## src/rtl/piso_tx_arbiter.sv

```systemverilog
// piso_tx_arbiter: round-robin arbiter sharing one MSB-first PISO serializer among NREQ requesters.
// Define PISO_PARITY_EN to append an even-parity bit to every frame.
module piso_tx_arbiter #(
    parameter int NREQ = 4,
    parameter int WIDTH = 4,
    localparam int IW = (NREQ > 1) ? $clog2(NREQ) : 1,
    localparam int CW = $clog2(WIDTH + 1)
) (
    input  logic                  clk,
    input  logic                  rst,
    input  logic [NREQ-1:0]       req_valid,
    input  logic [NREQ*WIDTH-1:0] req_data,
    output logic [NREQ-1:0]       req_ready,
    output logic                  serial_out,
    output logic                  frame,
    output logic [IW-1:0]         src_id,
    output logic                  busy
);
    typedef enum logic [1:0] {IDLE, ACCEPT, SHIFT, PARITY} state_t;
    state_t state, state_nxt;
    logic [IW-1:0] ptr, w, win, ptr_nxt;
    logic [CW-1:0] cnt;
    logic [WIDTH-1:0] shift_reg, word;
    logic hit, last;
`ifdef PISO_PARITY_EN
    logic par;
`endif
    // first valid requester at or after the pointer, wrapping
    always_comb begin
        win = ptr;
        for (int k = NREQ - 1; k >= 0; k--)
            if (req_valid[(int'(ptr) + k) % NREQ]) win = IW'((int'(ptr) + k) % NREQ);
    end
    assign word = req_data[int'(w)*WIDTH +: WIDTH];
    assign hit = req_valid[w];
    assign last = cnt == CW'(WIDTH - 1);
    assign ptr_nxt = (int'(w) == NREQ - 1) ? '0 : w + 1'b1;
    always_comb begin
        state_nxt = state;
        case (state)
            IDLE:    state_nxt = |req_valid ? ACCEPT : IDLE;
            ACCEPT:  state_nxt = hit ? SHIFT : IDLE;
`ifdef PISO_PARITY_EN
            SHIFT:   state_nxt = last ? PARITY : SHIFT;
`else
            SHIFT:   state_nxt = last ? IDLE : SHIFT;
`endif
            default: state_nxt = IDLE;
        endcase
    end
    always_ff @(posedge clk) begin
        if (rst) begin
            state     <= IDLE;
            ptr       <= '0;
            w         <= '0;
            cnt       <= '0;
            src_id    <= '0;
            shift_reg <= '0;
`ifdef PISO_PARITY_EN
            par       <= 1'b0;
`endif
        end else begin
            state <= state_nxt;
            if (state == IDLE && |req_valid) w <= win;
            if (state == ACCEPT && hit) begin
                shift_reg <= word;
                src_id    <= w;
                ptr       <= ptr_nxt;
                cnt       <= '0;
`ifdef PISO_PARITY_EN
                par       <= ^word;
`endif
            end
            if (state == SHIFT) begin
                shift_reg <= shift_reg << 1;
                cnt       <= cnt + 1'b1;
            end
        end
    end
    assign req_ready = (state == ACCEPT) ? NREQ'(1) << w : '0;
    assign busy = state != IDLE;
`ifdef PISO_PARITY_EN
    assign frame = state == SHIFT || state == PARITY;
    assign serial_out = (state == SHIFT) ? shift_reg[WIDTH-1] : (state == PARITY) & par;
`else
    assign frame = state == SHIFT;
    assign serial_out = (state == SHIFT) & shift_reg[WIDTH-1];
`endif
endmodule

```

## config.mk

```make
export PLATFORM = sky130hd
export DESIGN_NAME = piso_tx_arbiter
export DESIGN_NICKNAME = d
export VERILOG_FILES = /design/src/rtl/piso_tx_arbiter.sv
export SDC_FILE = /design/constraint.sdc
export NUM_CORES = 1
export LEC_CHECK = 0
export BUFFER_PORTS_ARGS = -buffer_cell sky130_fd_sc_hd__clkbuf_2
export CAP_MARGIN = 20
export CORE_UTILIZATION = 53
export CTS_BUF_LIST = sky130_fd_sc_hd__clkbuf_16
export CTS_CLUSTER_SIZE = 12
export DETAILED_ROUTE_END_ITERATION = 10
export PLACE_DENSITY = 0.85
export SLEW_MARGIN = 25
export SYNTH_ARGS = -nofsm -noshare
export SYNTH_HDL_FRONTEND = slang
export SYNTH_SLANG_ARGS = --single-unit
```

## constraint.sdc

```tcl
create_clock -name clk -period 3.2 [get_ports clk]
set_clock_uncertainty 0.15 [all_clocks]
set_input_delay 0.48 -clock clk [delete_from_list [all_inputs] [get_ports clk]]
set_output_delay 0.48 -clock clk [all_outputs]
set_load 0.1 [all_outputs]
```

* After elaboration in Yosys (flattened, before gate mapping)
Index checks and enable logic that the tools add are counted.
W data, S select, Z words.
** Storage, ports and cells
- Flip-flop bits (word level) :: 15
- Input bits :: 22
- Output and inout bits :: 9
- Word-level logic and storage cells :: 64
** Operators by class
- $add $sub $neg :: 5
- Order comparisons :: 5
- Equality and inequality tests :: 4
- Shift operators :: 2
- Multiplexer cells :: 27
- Bitwise operators :: 4
- Reductions and logical operators :: 10
** Operator list (count)
- $shiftx A16 B5 Y4 :: 1
- $mux W2 :: 7
- $lt A3 B4 Y1 const B :: 3
- $mux W4 :: 3
- $bmux W1 S2 :: 5
- $mux W1 :: 9
- $reduce_or A2 Y1 :: 4
- $lt A2 B3 Y1 const B :: 2
- $mux W3 :: 2
- $pmux W2 S3 :: 1
- $add A2 B1 Y2 const B :: 2
- $add A2 B2 Y2 const B :: 2
- $eq A2 B1 Y1 const B :: 2
- $reduce_bool A2 Y1 :: 2
- $reduce_or A4 Y1 :: 1
- $shl A1 B2 Y4 const A :: 1
- $add A3 B1 Y3 const B :: 1
- $and A1 B1 Y1 const A :: 3
- $eq A3 B2 Y1 const B :: 1
- $eq A2 B2 Y1 const B :: 1
- $logic_and A1 B1 Y1 :: 2
- $logic_not A2 Y1 :: 1
- $and A1 B1 Y1 :: 1

* Logic depth before layout (Yosys ltp)
Gate-level depths: netlist of the first run.
- Depth in word-level cells :: 10
- Gate-level depth with buffers :: 6
- Depth with buffers taken out :: 5

* Worst setup path before layout of the first run
OpenSTA, ideal clock, no wires.
- Kind :: register -> output
- From :: register state[1]
- To :: output port serial_out
- Data arrival time :: 1.898 ns
- Required time :: 2.570 ns
- Slack :: 0.672 ns
- Stages on the path, launching flop included :: 4
- Buffers on the path :: 1
- Cells stage by stage :: dfxtp_1 -> nor2b_1 -> buf_2 -> and2_1
** On the way
- Cells in the longest elaborated chain, start to end :: 2
** RTL lines
- start: declaration :: RTL line 20 : state_t state, state_nxt;
- start signal: assignment :: RTL line 63 : state <= state_nxt;
- $eq A2 B2 Y1
- net frame :: RTL line 15 : output logic frame,
- $and A1 B1 Y1 :: RTL line 87 : assign serial_out = (state == SHIFT) & shift_reg[WIDTH-1];
- end: declaration :: RTL line 14 : output logic serial_out,
The timed path passes the listed nets, and every way through them passes these cells.

* Worst setup path in the final report of the first run
- From :: register w[0]
- To :: output port req_ready[2]
** On the way
- Cells in the longest elaborated chain, start to end :: 2
** RTL lines
- start: declaration :: RTL line 21 : logic [IW-1:0] ptr, w, win, ptr_nxt;
- start signal: assignment :: RTL line 64 : if (state == IDLE && |req_valid) w <= win;
- $shl A1 B2 Y4 :: RTL line 80 : assign req_ready = (state == ACCEPT) ? NREQ'(1) << w : '0;
- $mux W4 :: RTL line 80
- end: declaration :: RTL line 13 : output logic [NREQ-1:0] req_ready,
No other way between the ends.

==> results of run 1 <==
[stage by stage]
stage,hold WS [ns],cells,worst slack [ns]
2_1_floorplan,0.3247,100,0.6722
3_3_place_gp,0.3293,150,1.126
3_5_place_dp,0.3255,150,1.047
4_1_cts,0.3344,154,0.7884
5_1_grt,0.3580,154,0.6876
6_report,0.3372,154,0.8041
[cells in the final DEF (no fill, tap or decap), types with 2 or more instances in the layout]
master,instances
a21oi_1,4
nor2_1,12
inv_1,8
mux4_2,3
ha_1,6
clkbuf_16,3
nor2b_1,4
nand3_1,2
clkbuf_2,30
nor3_1,3
o21ai_0,2
mux2_2,4
nand2_1,4
dfxtp_1,15
and2_1,5
mux2i_1,9
o211ai_1,3
[power groups by stage]
stage	Sequential [uW]	Combinational [uW]	Clock (uW)
2_1_floorplan	217	137	0
3_3_place_gp	222	162	0
3_5_place_dp	223	166	0
4_1_cts	220	168	247
5_1_grt	222	182	254
6_report	220	168	243
[area by class of cell]
| class | instances | share of cell area |
|---|---|---|
| Multi-Input combinational cell | 73 | 0.4989 |
| Sequential cell | 15 | 0.2537 |
| Timing Repair Buffer | 31 | 0.1332 |
| Clock buffer | 3 | 0.06342 |
| Tap cell | 24 | 0.02537 |
| Inverter | 7 | 0.02220 |
| Clock inverter | 1 | 0.003171 |
[cell families after synthesis]
family	synth area share
compound gates	0.1339
xor+xnor	0.009188
fa+ha+maj	0.07874
buf+inv	0.06562
flops	0.3150
mux	0.2126
simple gates	0.1850
[how the worst max path moves through the flow]
stage / end / slack (ns) / depth (start not counted)
after global routing: req_ready[0] / 0.69 / 4
after global placement: req_ready[2] / 1.13 / 4
final: req_ready[2] / 0.80 / 4
after floorplan: serial_out / 0.67 / 3
after CTS: req_ready[0] / 0.79 / 4
after detailed placement: req_ready[0] / 1.05 / 4
[routing by layer]
layer  share of wire  track usage  vias up
met5               0            0        -
met4           0.027       0.1576        0
met3           0.038      0.04898        8
met2            0.52       0.4147       26
met1            0.42       0.2897      387
li1                -            -      414
[worst max-delay path, cell delays in order, from the launching register on]
cell and delay [ns]:
dfxtp_1 0.65, inv_1 0.15, ha_1 0.22, and2_1 0.13
clkbuf_2 0.36
==> flow_metrics.py, run 1 <==
metrics = {
    "status": {
        "status": "completed",
    },
    "critical_path": {
        "crit_start": "w[0]",
        "r2r-start": "w[0]",
        "worst_ep_arrival_time_ns": 1.77,
        "reg2regPathDepth": 4,
        "cp_max_fo": 13,
        "path_class": "reg2out",
        "cp_data_required_time_ns": 2.57,
        "cp-start-kind": "register",
        "r2r-end": "shift_reg[0]",
        "r2r_setup_slack_ns": 1.07,
        "critPathCaptureType": "output pin",
    },
    "synth": {
        "synth.most_common_cell": "dfxtp_1",
        "synthCells": 100,
        "yosysWarnings": 0,
        "synth_ff_type": "dfxtp_1",
        "yosys.area.top_type": "dfxtp_1",
        "synth-seq-cells": 15,
        "synth_top_cell_area_share": 0.3150,
        "synth_area_per_cell_um2": 9.534,
        "async_flop_share": 0,
        "netlist_area_um2": 953.4,
        "yosys-top-cells-count": "15 x dfxtp_1, 12 x nor2_1, 9 x mux2i_1, 7 x inv_1, 6 x ha_1",
        "synth_edf_count": 0,
        "synth_nets": 128,
        "synth_area_leaders": "dfxtp_1 31%, mux2i_1 9.4%, ha_1 7.9%, mux4_2 7.1%, mux2_2 4.7%",
        "ys_types": 30,
        "yosysSeqAreaShare": 0.3150,
    },
    "sta": {
        "slew_headroom": 0.5384,
        "post-route-period-util": 0.7487,
        "setup_violations": 0,
        "finalHoldViolCount": 0,
        "finalCriticalPeriod_ns": 2.396,
        "max_freq_mhz": 417.4,
        "drv_slew": 0,
        "tns_ns": 0,
        "rsz0062_at_grt": "no",
        "worstMarginPinSlew_ns": 0.6883,
    },
    "clock_tree": {
        "post_cts_buffers": 0,
        "cts_resized": 0,
        "clk_latency_ns": 0.25,
        "clockBufferDepth": 2,
        "clock-sinks": 15,
        "cts_buffers": 3,
        "htree_levels": 1,
        "cts_tree": "yes",
        "post_cts_hold_buffer_count": 0,
        "cts-root-buf": "clkbuf_16",
        "clk_pin_slew_worst_paths_ns": 0.05,
    },
    "global_route": {
        "antenna_found_initial": 0,
        "grt_max_degree": 16,
        "gr-total-overflow": 0,
        "grt_usage": 0.2485,
        "grt_pass1_vias": 803,
        "grt_pass1_wl_um": 3456,
    },
    "power_and_ir_drop": {
        "clkPwrFrac": 0.385,
        "p_total_uw": 630.8,
        "p_int_uw": 428.4,
        "combPwrFrac": 0.266,
        "power_density_nw_per_um2": 532.9,
        "power_leakage_uw": 0.0005274,
        "vdd_drop_max_v": 0.0003668,
        "switchingPower_uw": 202.3,
        "p_seq_frac": 0.349,
        "switching_share": 0.3208,
    },
    "routing": {
        "routedWlPerCell_um": 13.81,
        "drc": 0,
        "vias": 835,
        "drtIter0Drc": 24,
        "vias_per_cell": 5.422,
        "antenna_left": 0,
        "wirelength_um": 2126,
        "first_pass_iters": 4,
    },
    "die": {
        "die-width_um": 44.42,
        "io_pins": 31,
        "die_area_um2": 1973,
        "die_h_um": 44.42,
        "rows": 14,
        "start_util": 0.5981,
        "coreArea_um2": 1594,
    },
    "cells_and_area": {
        "fill_cells": 120,
        "multi_input_area_um2": 590.6,
        "n_antenna_cell": 0,
        "final_core_util": 0.7425,
        "drive_gt1_frac": 0.3385,
        "finalInstanceArea_um2": 1184,
        "largest_reg_flops": 4,
        "seq_area_um2": 300.3,
        "area_delta_synth_final_pct": 24.15,
        "final_net_count": 159,
    },
    "place": {
        "dpl-instance-area_um2": 1105,
        "place_congestion": 0.7540,
        "dpl.hpwl_um": 1482,
        "port_buffers": 30,
    },
    "min_path": {
        "whs_path_depth": 2,
        "hold-path-endpoint": "src_id[1]",
        "hp-class": "reg2reg",
        "holdCritStartpoint": "src_id[1]",
    },
    "flow_run": {
        "drv_cap": 0,
    },
}
(Power assumes the default switching activity.)
==> run 2: changes to the inputs <==
- ABC_AREA: not set -> 1
- CORE_ASPECT_RATIO: not set -> 0.6
- CORE_UTILIZATION: 53 -> 46
- PLACE_DENSITY: 0.85 -> 0.77
- clock period: 3.2 -> 2.15 ns (I/O delays scaled with it)
==> flow_metrics.py, run 2 <==
metrics = {
    "die": {
        "die-width_um": 65.27,
        "io_pins": 31,
        "start_util": 0.4994,
        "die_area_um2": 2608,
        "die_h_um": 39.96,
        "rows": 13,
        "coreArea_um2": 2212,
    },
    "clock_tree": {
        "clockBufferDepth": 2,
        "cts_buffers": 3,
        "cts_resized": 0,
        "cts-root-buf": "clkbuf_16",
        "clock-sinks": 15,
        "clk_pin_slew_worst_paths_ns": 0.05,
        "cts_tree": "yes",
        "clk_latency_ns": 0.24,
        "post_cts_hold_buffer_count": 0,
        "post_cts_buffers": 0,
        "htree_levels": 1,
    },
    "critical_path": {
        "reg2regPathDepth": 11,
        "path_common_cell": "inv_1",
        "r2r_setup_slack_ns": 0.46,
        "critPathCaptureType": "output pin",
        "cp_max_fo": 7,
        "cp_slowest_stage_delay_ns": 0.44,
        "worstPathCellList": "inv_1, nor2_4, inv_1, nor2_2, buf_2",
        "cp-start-kind": "register",
        "slowest_stage": "buf_2",
        "cp_data_required_time_ns": 1.68,
        "path_class": "reg2out",
        "worst_ep_arrival_time_ns": 1.57,
    },
    "sta": {
        "setup_violations": 0,
        "post-route-period-util": 0.9517,
        "max_freq_mhz": 488.7,
        "worstMarginPinSlew_ns": 0.5443,
        "finalHoldViolCount": 0,
        "whs_ns": 0.2754,
        "drv_slew": 0,
        "tns_ns": 0,
        "rsz0062_at_grt": "no",
        "slew_headroom": 0.6387,
        "finalCriticalPeriod_ns": 2.046,
    },
    "synth": {
        "synth_edf_count": 0,
        "async_flop_share": 0,
        "synth.most_common_cell": "nand2_1",
        "yosys-top-cells-count": "45 x nand2_1, 23 x inv_1, 21 x nor2_1, 15 x dfxtp_1, 12 x o21ai_0",
        "synth_area_per_cell_um2": 6.461,
        "netlist_area_um2": 1105,
        "synth_nets": 199,
        "yosysSeqAreaShare": 0.2718,
        "synth_top_cell_area_share": 0.2718,
        "ys_types": 25,
        "synth-seq-cells": 15,
        "synth_area_leaders": "dfxtp_1 27%, nand2_1 15%, inv_1 7.8%, nor2_1 7.1%, ha_1 6.8%",
        "yosys.area.top_type": "dfxtp_1",
        "yosysWarnings": 0,
        "synth_ff_type": "dfxtp_1",
        "synthCells": 171,
    },
    "routing": {
        "antenna_left": 0,
        "wirelength_um": 2792,
        "first_pass_iters": 4,
        "routedWlPerCell_um": 12.03,
        "vias": 1182,
        "drtIter0Drc": 58,
        "vias_per_cell": 5.095,
        "drc": 0,
    },
    "power_and_ir_drop": {
        "combPwrFrac": 0.493,
        "vdd_drop_max_v": 0.0004894,
        "power_leakage_uw": 0.0007066,
        "p_total_uw": 1463,
        "switchingPower_uw": 673.6,
        "power_density_nw_per_um2": 1026,
        "clkPwrFrac": 0.248,
        "p_int_uw": 789.5,
        "switching_share": 0.4604,
        "p_seq_frac": 0.260,
    },
    "cells_and_area": {
        "drive_gt1_frac": 0.3020,
        "n_antenna_cell": 0,
        "largest_reg_flops": 4,
        "final_cell_mix": "45 x nand2_1, 25 x clkbuf_2, 23 x inv_1, 16 x nor2_1, 15 x dfxtp_1",
        "finalInstanceArea_um2": 1426,
        "final_net_count": 231,
        "final_common_cell": "nand2_1",
        "final-instance-count-excl-fill": 232,
        "area_delta_synth_final_pct": 29.11,
    },
    "global_route": {
        "gr-total-overflow": 0,
        "grt_usage": 0.2207,
        "grt_pass1_vias": 965,
        "grt_pass1_wl_um": 4195,
        "antenna_found_initial": 0,
        "grt_max_degree": 14,
    },
    "place": {
        "port_buffers": 30,
        "place_inst": 228,
        "dpl.hpwl_um": 2141,
        "dpl-instance-area_um2": 1344,
        "place_congestion": 0.8907,
    },
    "flow_run": {
        "drv_cap": 0,
    },
    "status": {
        "status": "completed",
    },
    "min_path": {
        "whs_path_depth": 2,
        "hp-class": "in2reg",
    },
}
-- run 2: changes by cell type in the layout (fill, tap and decap cells not counted), moves of 8 or more --
cell / delta
o21ai_0: +10
mux2i_1: -9
nand2_1: +41
inv_1: +15
nand3_1: +8
nor2_2: +8
-- run 2: routing by layer --
layer / track usage / vias to the layer above / part of all wire
met4: 0.04891 / 0 / 0.0025
met2: 0.3814 / 46 / 0.46
met1: 0.2860 / 527 / 0.46
met3: 0.05398 / 2 / 0.077
li1: - / 607 / -
met5: 0 / - / 0
-- run 2: kinds of logic after synthesis --
| group | count (synthesis) | synth area share |
|---|---|---|
| AOI/OAI and AO/OA | 34 | 0.2038 |
| buffers and inverters | 31 | 0.1268 |
| and+or+nand+nor | 85 | 0.3296 |
| DFF | 15 | 0.2718 |
| adders and majority gates | 6 | 0.06795 |
-- run 2: power groups by stage --
stage	registers (uW)	clock network, uW	logic [uW]
5_1_grt	388	388	786
6_report	380	362	721
2_1_floorplan	415	0	532
3_5_place_dp	383	0	712
3_3_place_gp	380	0	692
4_1_cts	378	370	719
-- run 2: path summary, 6_finish.rpt --
check	startpoint	end
min	rst	cnt[1]
min reg2reg	shift_reg[0]	shift_reg[0]
max	state[1]	serial_out
max reg2reg	ptr[0]	w[0]
-- run 2: per-stage QoR --
step                      setup slack (ns)  utilization
after floorplan                    -0.3533            -
after global placement              0.4680       0.6075
after detailed placement            0.3443       0.6075
after CTS                          0.05386       0.6448
after global routing               0.03032       0.6448
final                               0.1038       0.6448
-- run 2: cell type report --
class | count | area [um2]
Sequential cell | 15 | 300.3
Timing Repair Buffer | 31 | 217.7
Fill cell | 189 | 785.8
Clock buffer | 3 | 75.07
Tap cell | 30 | 37.54
Clock inverter | 1 | 7.507
Multi-Input combinational cell | 125 | 681.9
Inverter | 27 | 106.4
-- run 2: worst max-delay path, delay by kind of cell (launching register included) --
kind                   cells  cell delay (ns)
buffers and inverters      3             0.70
AND/OR/NAND/NOR            2             0.29
flip-flops                 1             0.33
